`src/rtl/mem_arb_pkg.sv`:
```
// Shared types and default widths for the unified-memory arbiter.
package mem_arb_pkg;

    localparam int unsigned ADDR_W_DEF  = 16;
    localparam int unsigned DATA_W_DEF  = 16;
    localparam int unsigned TIMEOUT_DEF = 15;

    typedef enum logic [1:0] {
        IDLE = 2'd0,
        BUSY = 2'd1,
        DONE = 2'd2
    } state_e;

    typedef enum logic {
        OWN_I = 1'b0,
        OWN_D = 1'b1
    } owner_e;

    typedef enum logic {
        OP_RD = 1'b0,
        OP_WR = 1'b1
    } op_e;

endpackage

```
`src/rtl/arb_timeout_ctr.sv`:
```
// Counts BUSY cycles; expired flags the last cycle the arbiter will wait for mem_done.
module arb_timeout_ctr #(
    parameter int unsigned TIMEOUT = 15
) (
    input  logic clk,
    input  logic rst_n,
    input  logic clear,
    input  logic enable,
    output logic expired
);

    localparam int unsigned CNT_W = $clog2(TIMEOUT + 1);

    logic [CNT_W-1:0] cnt_q;

    always_ff @(posedge clk or negedge rst_n) begin
        if (!rst_n) begin
            cnt_q <= '0;
        end else if (clear) begin
            cnt_q <= '0;
        end else if (enable) begin
            cnt_q <= cnt_q + CNT_W'(1);
        end
    end

    // cnt_q holds the number of BUSY cycles already completed.
    assign expired = enable && (cnt_q == CNT_W'(TIMEOUT - 1));

endmodule

```
`src/rtl/mem_arbiter.sv`:
```
// Serializes fetch reads and data reads/writes onto one multi-cycle memory port,
// with round-robin tie-break, hung-memory timeout and illegal-request detection.
module mem_arbiter
    import mem_arb_pkg::*;
#(
    parameter int unsigned ADDR_W  = ADDR_W_DEF,
    parameter int unsigned DATA_W  = DATA_W_DEF,
    parameter int unsigned TIMEOUT = TIMEOUT_DEF
) (
    input  logic              clk,
    input  logic              rst,
    input  logic              i_req,
    input  logic [ADDR_W-1:0] i_addr,
    output logic [DATA_W-1:0] i_rdata,
    output logic              i_done,
    output logic              i_stall,
    input  logic              d_rd,
    input  logic              d_wr,
    input  logic [ADDR_W-1:0] d_addr,
    input  logic [DATA_W-1:0] d_wdata,
    output logic [DATA_W-1:0] d_rdata,
    output logic              d_done,
    output logic              d_stall,
    output logic              mem_rd,
    output logic              mem_wr,
    output logic [ADDR_W-1:0] mem_addr,
    output logic [DATA_W-1:0] mem_wdata,
    input  logic [DATA_W-1:0] mem_rdata,
    input  logic              mem_done,
    output logic              err
);

    state_e state_q, state_d;
    owner_e owner_q, owner_d, last_grant_q, last_grant_d, grant;
    op_e    op_q, op_d;

    logic              any_req, illegal, expired, finish;
    logic              mem_rd_d, mem_wr_d, i_done_d, d_done_d, err_d;
    logic [ADDR_W-1:0] addr_d;
    logic [DATA_W-1:0] wdata_d, i_rdata_d, d_rdata_d, ret_data;

    // Grant: sole requester wins; on a tie the one not served last wins.
    always_comb begin
        any_req = i_req | d_rd | d_wr;
        if (i_req && (d_rd || d_wr)) begin
            grant = (last_grant_q == OWN_I) ? OWN_D : OWN_I;
        end else begin
            grant = (d_rd || d_wr) ? OWN_D : OWN_I;
        end
        illegal  = (grant == OWN_D) && d_rd && d_wr;
        finish   = mem_done || expired;
        ret_data = mem_done ? mem_rdata : '0;
    end

    arb_timeout_ctr #(.TIMEOUT(TIMEOUT)) u_timeout (
        .clk     (clk),
        .rst_n   (rst),
        .clear   (state_q == IDLE),
        .enable  (state_q == BUSY),
        .expired (expired)
    );

    always_ff @(posedge clk or negedge rst) begin
        if (!rst) begin
            state_q <= IDLE;
        end else begin
            state_q <= state_d;
        end
    end

    always_comb begin
        state_d = state_q;
        case (state_q)
            IDLE:    if (any_req) state_d = illegal ? DONE : BUSY;
            BUSY:    if (finish) state_d = DONE;
            DONE:    state_d = IDLE;
            default: state_d = IDLE;
        endcase
    end

    // Next values for every registered output and the per-access latches.
    always_comb begin
        owner_d      = owner_q;
        last_grant_d = last_grant_q;
        op_d         = op_q;
        addr_d       = mem_addr;
        wdata_d      = mem_wdata;
        i_rdata_d    = i_rdata;
        d_rdata_d    = d_rdata;
        err_d        = err;
        mem_rd_d     = 1'b0;
        mem_wr_d     = 1'b0;
        i_done_d     = 1'b0;
        d_done_d     = 1'b0;
        case (state_q)
            IDLE: begin
                if (any_req) begin
                    owner_d      = grant;
                    last_grant_d = grant;
                    if (illegal) begin
                        err_d     = 1'b1;
                        d_done_d  = 1'b1;
                        d_rdata_d = '0;
                    end else if (grant == OWN_D) begin
                        addr_d   = d_addr;
                        wdata_d  = d_wdata;
                        op_d     = d_wr ? OP_WR : OP_RD;
                        mem_rd_d = ~d_wr;
                        mem_wr_d = d_wr;
                    end else begin
                        addr_d   = i_addr;
                        op_d     = OP_RD;
                        mem_rd_d = 1'b1;
                    end
                end
            end
            BUSY: begin
                if (finish) begin
                    if (owner_q == OWN_I) i_done_d = 1'b1;
                    else                  d_done_d = 1'b1;
                    if (!mem_done) err_d = 1'b1;
                    // Completed writes keep the old read data; timeouts return zero.
                    if (!mem_done || op_q == OP_RD) begin
                        if (owner_q == OWN_I) i_rdata_d = ret_data;
                        else                  d_rdata_d = ret_data;
                    end
                end
            end
            default: ;
        endcase
    end

    always_ff @(posedge clk or negedge rst) begin
        if (!rst) begin
            owner_q      <= OWN_I;
            last_grant_q <= OWN_I;
            op_q         <= OP_RD;
            mem_addr     <= '0;
            mem_wdata    <= '0;
            i_rdata      <= '0;
            d_rdata      <= '0;
            err          <= 1'b0;
            mem_rd       <= 1'b0;
            mem_wr       <= 1'b0;
            i_done       <= 1'b0;
            d_done       <= 1'b0;
        end else begin
            owner_q      <= owner_d;
            last_grant_q <= last_grant_d;
            op_q         <= op_d;
            mem_addr     <= addr_d;
            mem_wdata    <= wdata_d;
            i_rdata      <= i_rdata_d;
            d_rdata      <= d_rdata_d;
            err          <= err_d;
            mem_rd       <= mem_rd_d;
            mem_wr       <= mem_wr_d;
            i_done       <= i_done_d;
            d_done       <= d_done_d;
        end
    end

    assign i_stall = i_req & ~i_done;
    assign d_stall = (d_rd | d_wr) & ~d_done;

endmodule

```
`config.mk`:
```
export PLATFORM = sky130hd
export DESIGN_NAME = mem_arbiter
export DESIGN_NICKNAME = d
export VERILOG_FILES = /design/src/rtl/mem_arb_pkg.sv /design/src/rtl/arb_timeout_ctr.sv /design/src/rtl/mem_arbiter.sv
export SDC_FILE = /design/constraint.sdc
export NUM_CORES = 1
export LEC_CHECK = 0
export ABC_CLOCK_PERIOD_IN_PS = 2270
export CAP_MARGIN = 20
export CELL_PAD_IN_SITES_DETAIL_PLACEMENT = 1
export CELL_PAD_IN_SITES_GLOBAL_PLACEMENT = 2
export CORE_MARGIN = 3
export CORE_UTILIZATION = 26
export DETAILED_ROUTE_END_ITERATION = 6
export GPL_TIMING_DRIVEN = 0
export PLACE_DENSITY_LB_ADDON = 0.1
export SLEW_MARGIN = 20
export SYNTH_ARGS = -nofsm -noshare
export SYNTH_HDL_FRONTEND = slang
export SYNTH_SLANG_ARGS = --single-unit
```
`constraint.sdc`:
```
create_clock -name clk -period 2.27 [get_ports clk]
set_input_delay 0.681 -clock clk [delete_from_list [all_inputs] [get_ports clk]]
set_output_delay 0.681 -clock clk [all_outputs]
set_load 0.02 [all_outputs]
```
======== Yosys cells after proc, flatten, opt, wreduce, memory -nomap -nowiden ========
Cells that the tools add are included.
cells by class
  $add $sub $neg .......................... 1
  multiply operators ...................... 0
  div/mod/pow operators ................... 0
  order comparisons ....................... 0
  equal/unequal tests ..................... 8
  shifts and indexed selects .............. 0
  muxes and demuxes ....................... 39
  bitwise gates (word level) .............. 11
  reductions and logical operators ........ 17
operators by type and width
  kind                   count
  $mux W16               7
  $pmux W16 S2           1
  $mux W1                23
  $ne A2 B2 Y1 const B   6
  $mux W4                2
  $reduce_and A4 Y1      2
  $mux W2                3
  $not A1 Y1             6
  $reduce_and A6 Y1      1
  $reduce_and A5 Y1      1
  $add A4 B1 Y4 const B  1
  $eq A4 B4 Y1 const B   1
  $logic_and A1 B1 Y1    4
  $pmux W1 S2            2
  $pmux W2 S2            1
  $reduce_and A2 Y1      2
  $logic_or A1 B1 Y1     3
  $or A1 B1 Y1           3
  $reduce_and A3 Y1      1
  $and A1 B1 Y1          2
  $eq A2 B1 Y1 const B   1
  $logic_not A2 Y1       1
  $reduce_bool A2 Y1     1
  $logic_not A1 Y1       1
word-level totals
  register bits after elaboration ......... 77
  bits in latches ......................... 0
  bits in writable memories ............... 0
  ROM bits ................................ 0
  input bits .............................. 70
  output and inout bits ................... 71
  memories kept ........................... 0

======== Logic depth before layout (Yosys ltp) ========
Gate-level depths: netlist of the first run.
  depth in word-level cells ............... 8
  mapped depth ............................ 7
  depth with buffers taken out ............ 6

======== By module ========
From an unflattened synthesis of the first run, not the netlist that was laid out.
unflattened totals
  cells, all modules ...................... 308
  area, all modules ....................... 3,395.8 um2
by module, submodules not included
  module           times used  cells each  area each (um2)  seq. area each (um2)
  mem_arbiter      1           288         3,173.0          1,826.8
  arb_timeout_ctr  1           20          222.7            100.1

======== Worst setup path after synthesis of the first run ========
Ideal clock, no wire load.
  kind .................................... input port to flip-flop
  start ................................... in d_rd
  end ..................................... reg d_rdata[0]
  library setup time ...................... 0.079 ns
  arrival ................................. 1.903 ns
  slack ................................... 0.288 ns
  stages on the path ...................... 5
  buffers on the path ..................... 2
  path through ............................ buf_2 -> a31oi_1 -> nor4_4 -> buf_6 -> mux2i_1
between the ends
  word-level cells in the longest chain between the ends .. 7
  elaborated cells between the ends (all ways) .. 11
RTL lines
  element                                         line                                  text
  start, declared                                 mem_arbiter.sv:17                     input logic d_rd,
  $logic_or A1 B1 Y1                              mem_arbiter.sv:45, mem_arbiter.sv:48
  $mux W1 or $logic_and A1 B1 Y1 (tied branches)  mem_arbiter.sv:48, mem_arbiter.sv:45
  $mux W1                                         mem_arbiter.sv:45                     if (i_req && (d_rd || d_wr)) begin
  $logic_and A1 B1 Y1 (2 in series)               mem_arbiter.sv:50                     illegal = (grant == OWN_D) && d_rd && d_wr;
  $ne A2 B2 Y1 (no line)                          -
  $reduce_and A6 Y1 (no line) *                   -
  end signal, assigned                            mem_arbiter.sv:154                    d_rdata <= d_rdata_d;
  end, declared                                   mem_arbiter.sv:21                     output logic [DATA_W-1:0] d_rdata,
Mark *: on every way between the ends. The rest lies on a longest branch, timed or not.
A chain may end at the register's enable or synchronous reset.

======== Worst setup path after layout of the first run ========
  start ................................... in mem_done
  end ..................................... reg i_rdata[15]
between the ends
  word-level cells in the longest chain between the ends .. 3
  elaborated cells between the ends (all ways) .. 5
RTL lines
  element                      line                text
  start, declared              mem_arbiter.sv:29   input logic mem_done,
  $logic_not A1 Y1             mem_arbiter.sv:123  if (!mem_done || op_q == OP_RD) begin
  $logic_or A1 B1 Y1           mem_arbiter.sv:123
  $reduce_and A4 Y1 (no line)  -
  end signal, assigned         mem_arbiter.sv:153  i_rdata <= i_rdata_d;
  end, declared                mem_arbiter.sv:14   output logic [DATA_W-1:0] i_rdata,
Parallel ways exist; a longest one is shown, timed or not.

==> results of run 1 <==
report_power, final:
part | leakage, nW | internal [mW] | switching, mW
logic | 1.21 | 1.94 | 2.02
registers | 0.944 | 2.01 | 0.390
clock network | 0.172 | 1.14 | 0.587
total | 2.33 | 5.08 | 2.99
per-layer routing:
layer | GRT usage | share of wire | wire [um]
met5 | 0 | 0 | 0
met4 | 0.0609 | 0.017 | 178
met3 | 0.0409 | 0.062 | 661
met2 | 0.251 | 0.49 | 5200
met1 | 0.186 | 0.44 | 4680
sequential cells by signal, indices dropped and copies added (netlist names), 2 cells and up:
register,cells
d_rdata,16
state_q,2
mem_wdata,16
i_rdata,16
mem_addr,16
u_timeout.cnt_q,4
cell usage after synthesis (2+ instances only):
cell                       count
sky130_fd_sc_hd__clkbuf_1      8
sky130_fd_sc_hd__a22o_1       31
sky130_fd_sc_hd__a21oi_1      20
sky130_fd_sc_hd__o22a_1        2
sky130_fd_sc_hd__buf_6         2
sky130_fd_sc_hd__mux2i_1      33
sky130_fd_sc_hd__o21bai_1      2
sky130_fd_sc_hd__dfrtp_1      77
sky130_fd_sc_hd__nand3_1       5
sky130_fd_sc_hd__inv_1        19
sky130_fd_sc_hd__o21ai_0       2
sky130_fd_sc_hd__mux2_2       16
sky130_fd_sc_hd__nor3_1        6
sky130_fd_sc_hd__ha_1          2
sky130_fd_sc_hd__buf_2        10
sky130_fd_sc_hd__or2_2         2
sky130_fd_sc_hd__o211ai_1      3
sky130_fd_sc_hd__nor2b_1       3
sky130_fd_sc_hd__nand2_1      27
sky130_fd_sc_hd__nor2_1       21
cells in the final DEF (no fill, tap or decap), drive strengths merged:
cell,n
and3,1
nor3,6
clkdlybuf4s50,134
or2b,1
clkbuf,19
nand3,5
mux2i,33
dfrtp,77
a21o,1
inv,19
mux2,16
and2,1
o211ai,3
or4,1
o22a,2
a211oi,1
nor4,1
o31ai,1
bufinv,3
a31oi,1
o32ai,1
clkdlybuf4s15,1
a311oi,1
dlygate4sd2,3
buf,17
o21bai,2
a22o,31
nand2b,1
nor2b,3
xor2,1
nand2,27
a21oi,20
clkinv,1
clkinvlp,1
nor2,21
ha,2
o21ai,3
o22ai,1
or2,2
through the flow:
step | setup WS [ns] | power [mW] | hold WS, ns | utilization | TNS (ns)
3_5_place_dp | -0.814 | 6.42 | 0.482 | 0.398 | -31.74
5_1_grt | 0.00249 | 8.61 | 0.335 | 0.428 | 0
2_1_floorplan | 0.288 | 4.56 | 0.385 | - | 0
3_3_place_gp | -2.51 | 6.32 | 0.480 | 0.396 | -222.78
4_1_cts | 0.00393 | 8.21 | 0.313 | 0.428 | 0
6_report | 0.149 | 8.08 | 0.304 | 0.428 | 0
worst min path at each step:
stage,from,endpoint,slack [ns],cells after the start
4_1_cts,rst,d_rdata[15]$_DFFE_PN0P_,0.31,1
2_1_floorplan,rst,d_done$_DFF_PN0_,0.39,0
3_5_place_dp,err$_DFFE_PN0P_,err$_DFFE_PN0P_,0.48,1
6_report,rst,d_rdata[15]$_DFFE_PN0P_,0.30,1
5_1_grt,rst,d_rdata[15]$_DFFE_PN0P_,0.33,1
3_3_place_gp,err$_DFFE_PN0P_,err$_DFFE_PN0P_,0.48,1
area by class of cell:
type / count / share of cell area
Clock buffer: 11 / 0.0458
Timing Repair Buffer: 143 / 0.260
Tap cell: 172 / 0.0390
Inverter: 19 / 0.0129
Buffer: 20 / 0.0215
Clock inverter: 5 / 0.0193
Multi-Input combinational cell: 190 / 0.252
Sequential cell: 77 / 0.349
cell families after synthesis:
kind of cell             share of synthesized area
XOR/XNOR                                   0.00252
multiplexers                                 0.147
buffers and inverters                       0.0499
adder cells (fa/ha/maj)                    0.00719
AO/OA/AOI/OAI                                0.147
AND/OR/NAND/NOR                             0.0934
flip-flops                                   0.553
what timing repair did:
| item | in CTS | in global routing |
|---|---|---|
| pin swaps | 2 | 0 |
| resized for setup | 18 | 2 |
| setup buffers | 2 | 0 |
| endpoints found under the setup margin | 52 | 9 |
==> qor.txt, run 1 <==
total number of cells along the worst setup path: 5
cell type group with the largest total delay on the critical path: buffers and inverters
maximum fanout along the worst path: 10
Antenna diodes: 0
EDFF count, synth: 0
count of distinct cell types in the synthesized netlist: 35
cell depth of the worst flop-to-flop path: 5
clock insertion delay at the later pin of the skew report: 0.34 ns
slew at the pin with the worst max-slew slack: 0.596 ns
WL final: 10700 um
TritonCTS clock tree: built
number of buffers created by CTS: 9
final cell count without fillers: 637
yosys warns: 0
Worst Setup EP: i_rdata[15]$_DFFE_PN0P_
Filler Cell Count: 1414
count of state elements after synthesis: 77
Data arrival, critical path: 2.37 ns
maximum clock rate: 0.472 GHz
hold bufs inserted after CTS: 0
sequential fraction of the synthesis area: 0.553
Net Count, Synth: 378
number of instances in the synthesized netlist: 306
initial standard-cell utilization of the core: 0.270
share of Yosys cell area claimed by the top area cell type: 0.553
number of buffers and inverters on the critical path: 3
fin crit share: 0.934
largest incremental delay on the critical path: 0.57 ns
number of global-route vias before repair: 3153
cell taking the most area after synthesis: sky130_fd_sc_hd__dfrtp_1
clk_skew: 0.00512 ns
cell with the most instances on the worst path: sky130_fd_sc_hd__clkbuf_1
static leakage: 2.33 nW
Area Growth Syn to Fin: 58.4%
Startpoint Class: input port
count of input and output buffers: 140
clock slew seen by the registers of the worst setup and hold paths: 0.06 ns
summed instance area of the synthesized netlist: 3480 sq um
largest net degree at the start of global routing: 43
number of nets with antenna violations after detailed routing: 0
number of nets in the final layout: 532
final HPWL from detailed placement: 7930 um
post-layout minimum cycle time: 2.12 ns
total congestion overflow after global routing: 0
buffers from clock root to sink, at most: 2
class of the most critical setup path: input port to register
type of element capturing the critical path: register
total number of vias: 2946
Final Hold Violating Endpoints: 0
Die Width: 122 um
iteration-0 DRC count of the detailed router: 129
final design instance area without fill: 5520 sq um
final routed DRC violation total: 0
length of the first detailed-routing pass in iterations: 4
setup repair after global routing missed its margin: no
start point of the critical path: mem_done
number of antenna violations at the first check in global routing: 0
minimum setup slack among reg-to-reg paths: 0.27 ns
number of H-tree levels: 3
Slew HR: 0.599
multi-input combinational cell area: 1390 sq um
data required time of the critical path: 2.52 ns
worst vdd ir: 476 uV
Max Cap Viol: 0
dominant cells by area after synthesis: sky130_fd_sc_hd__dfrtp_1, sky130_fd_sc_hd__mux2i_1, sky130_fd_sc_hd__a22o_1
register area: 1930 sq um
top flip-flop cell by instance count after synthesis: sky130_fd_sc_hd__dfrtp_1
async set or reset register ratio after synthesis: 1.00
CP max-delay cell: sky130_fd_sc_hd__clkdlybuf4s50_1
Area after DPL: 5120 sq um
first-pass GRT wire length: 17100 um
Power per Cell Area: 1460 nW/um^2
DR vias/cell: 4.62
Top Ports: 141
Hold Crit Class: input port to asynchronous set/reset pin
final number of max-transition violations: 0
row cnt: 41
cells traversed along the worst timing path: clkdlybuf4s50_1 -> clkbuf_1 -> clkbuf_1 -> nand3_1 -> o211ai_1
reg-to-reg startpoint: state_q[1]$_DFFE_PN0P_
All-Layer GR Usage: 0.151
capture point of the worst reg-to-reg path: mem_wdata[14]$_DFFE_PN0P_
status: completed
root buffer cell: sky130_fd_sc_hd__clkbuf_16
synthesized area per cell: 11.4 sq um
Clock Sinks: 77
Core ar.: 12900 sq um
Inst Count DP: 619
mean routed wirelength per cell: 16.8 um
Die Outline Area: 14800 sq um
height of the die: 122 um
final setup vio count: 0
fraction of layout cells with a size suffix above 1: 0.127
placer's final routability congestion estimate: 0.719
Power figures use the tool's default switching activity.
==> inputs of run 2 (changes only) <==
- CTS_BUF_LIST: not set -> sky130_fd_sc_hd__clkbuf_4 sky130_fd_sc_hd__clkbuf_8 sky130_fd_sc_hd__clkbuf_16
==> results of run 2 <==
No change in the layout: final DEF, timing and power equal those of run 1.
==> inputs of run 3 (changes only) <==
- CORE_UTILIZATION: 26 -> 30
- DONT_BUFFER_PORTS: not set -> 1
- SKIP_LAST_GASP: not set -> 1
==> run 3 against run 2 <==
  * Clock power decreased by 11%
  * Cell area decreased by 27%
  * Die area decreased by 13%
  * Register-to-register slack about the same
  * First-iteration DRC count decreased by 20%
  * Sequential cell count unchanged
  * Sequential power increased by 35%
  * Critical endpoint is now mem_addr[6]$_DFFE_PN0P_
  * Largest cell class unchanged
  * Largest power group is now sequential cells
==> qor.txt, run 3 (synthesized netlist as in run 1, its figures left out) <==
number of nets with antenna violations after detailed routing: 0
most common cell after layout, fill and taps aside: sky130_fd_sc_hd__dfrtp_1
Core ar.: 11100 sq um
All-Layer GR Usage: 0.148
number of buffers created by CTS: 9
cells traversed along the worst timing path: or2_2 -> clkbuf_1 -> a311oi_2 -> buf_2 -> nor2_1 -> a21oi_1
class of the most critical setup path: register to register
static leakage: 1.76 nW
number of nets in the final layout: 394
Hold Crit Class: input port to asynchronous set/reset pin
number of H-tree levels: 3
final routed DRC violation total: 0
highest routed metal layer: met4
maximum clock rate: 0.500 GHz
final setup vio count: 0
slew at the pin with the worst max-slew slack: 0.585 ns
maximum fanout along the worst path: 10
CP max-delay cell: sky130_fd_sc_hd__dfrtp_1
total number of vias: 2382
Die Width: 114 um
placer's final routability congestion estimate: 0.701
clk_skew: 0.00583 ns
row cnt: 38
fraction of layout cells with a size suffix above 1: 0.172
number of global-route vias before repair: 2597
Met3 Routed Length: 898 um
Data arrival, critical path: 2.25 ns
clock slew seen by the registers of the worst setup and hold paths: 0.06 ns
number of buffers and inverters on the critical path: 2
worst vdd ir: 667 uV
setup repair after global routing missed its margin: no
type of element capturing the critical path: register
length of the first detailed-routing pass in iterations: 4
root buffer cell: sky130_fd_sc_hd__clkbuf_16
Antenna diodes: 0
cell type group with the largest total delay on the critical path: compound AO/OA/AOI/OAI gates
hold bufs inserted after CTS: 0
TritonCTS clock tree: built
final HPWL from detailed placement: 6510 um
Inst Count DP: 446
largest net degree at the start of global routing: 78
final number of max-transition violations: 0
DR vias/cell: 5.11
total congestion overflow after global routing: 0
number of antenna violations at the first check in global routing: 0
fin crit share: 0.880
data required time of the critical path: 2.52 ns
mean routed wirelength per cell: 19.8 um
Final Hold Violating Endpoints: 0
status: completed
height of the die: 114 um
count of input and output buffers: 0
Top Ports: 141
Power per Cell Area: 1650 nW/um^2
largest incremental delay on the critical path: 0.46 ns
Slew HR: 0.607
utilization of the core after routing: 0.363
first-pass GRT wire length: 14700 um
wire length on met2: 4440 um
Die Outline Area: 12900 sq um
Startpoint Class: register
final cell count without fillers: 466
buffers from clock root to sink, at most: 2
wire length on met1: 3790 um
Area Growth Syn to Fin: 15.4%
Clock Sinks: 77
WL final: 9220 um
Max Cap Viol: 0
initial standard-cell utilization of the core: 0.314
overall power of the completed layout: 6.62 mW
post-layout minimum cycle time: 2.00 ns
iteration-0 DRC count of the detailed router: 103
commonest cells after routing, fill and taps aside: sky130_fd_sc_hd__dfrtp_1, sky130_fd_sc_hd__mux2i_1, sky130_fd_sc_hd__a22o_1, sky130_fd_sc_hd__nand2_1, sky130_fd_sc_hd__nor2_1
clock insertion delay at the later pin of the skew report: 0.33 ns
## run 3: layout make-up
type	instances	area (sq um)
flip-flops and latches	77	1930
well taps	140	175
multi-input cells	190	1390
inverters	19	71.3
clock buffers	11	246
plain buffers	20	103
fillers	1240	7060
clock inverters	4	72.6
repair buffers	5	37.5
## run 3: repair_timing
action,4_1_cts,5_1_grt
endpoints found under the setup margin,13,16
resized for setup,0,1
buffers inserted,2,3
pin swaps,2,1
## run 3: final timing paths
check,from,to,slack (ns),depth (start not counted)
worst max-delay path,state_q[1]$_DFFE_PN0P_,mem_addr[6]$_DFFE_PN0P_,0.27,6
min in group clk,mem_rdata[9],d_rdata[9]$_DFFE_PN0P_,0.48,2
worst min-delay path,rst,i_rdata[9]$_DFFE_PN0P_,0.04,0
worst min register to register,u_timeout.cnt_q[3]$_DFFE_PN0P_,u_timeout.cnt_q[3]$_DFFE_PN0P_,0.56,1
worst max register to register,state_q[1]$_DFFE_PN0P_,mem_addr[6]$_DFFE_PN0P_,0.27,6
max in group asynchronous,rst,d_rdata[3]$_DFFE_PN0P_,2.07,0
## run 3: per-layer routing
metal  GRT usage  vias up
met1       0.184     1187
met4      0.0361        0
met5           0        -
li1            -     1105
met2       0.233       83
met3      0.0737        7
## run 3: through the flow
step | TNS, ns | instance area [sq um] | worst slack (ns) | hold slack (ns)
2_1_floorplan | 0 | 3480 | 0.288 | 0.385
3_3_place_gp | -1.20 | 3660 | -0.125 | 0.388
3_5_place_dp | -1.25 | 3660 | -0.123 | 0.388
4_1_cts | 0 | 3990 | 0.0678 | 0.0205
5_1_grt | 0 | 4020 | 0.0214 | 0.0125
6_report | 0 | 4020 | 0.271 | 0.0431
## run 3: power breakdown
part           internal, mW  switching (mW)  total, mW  leakage, nW
registers              2.00            1.25       3.25        0.944
clock network         0.996           0.536       1.53        0.155
logic                 0.901           0.940       1.84        0.661
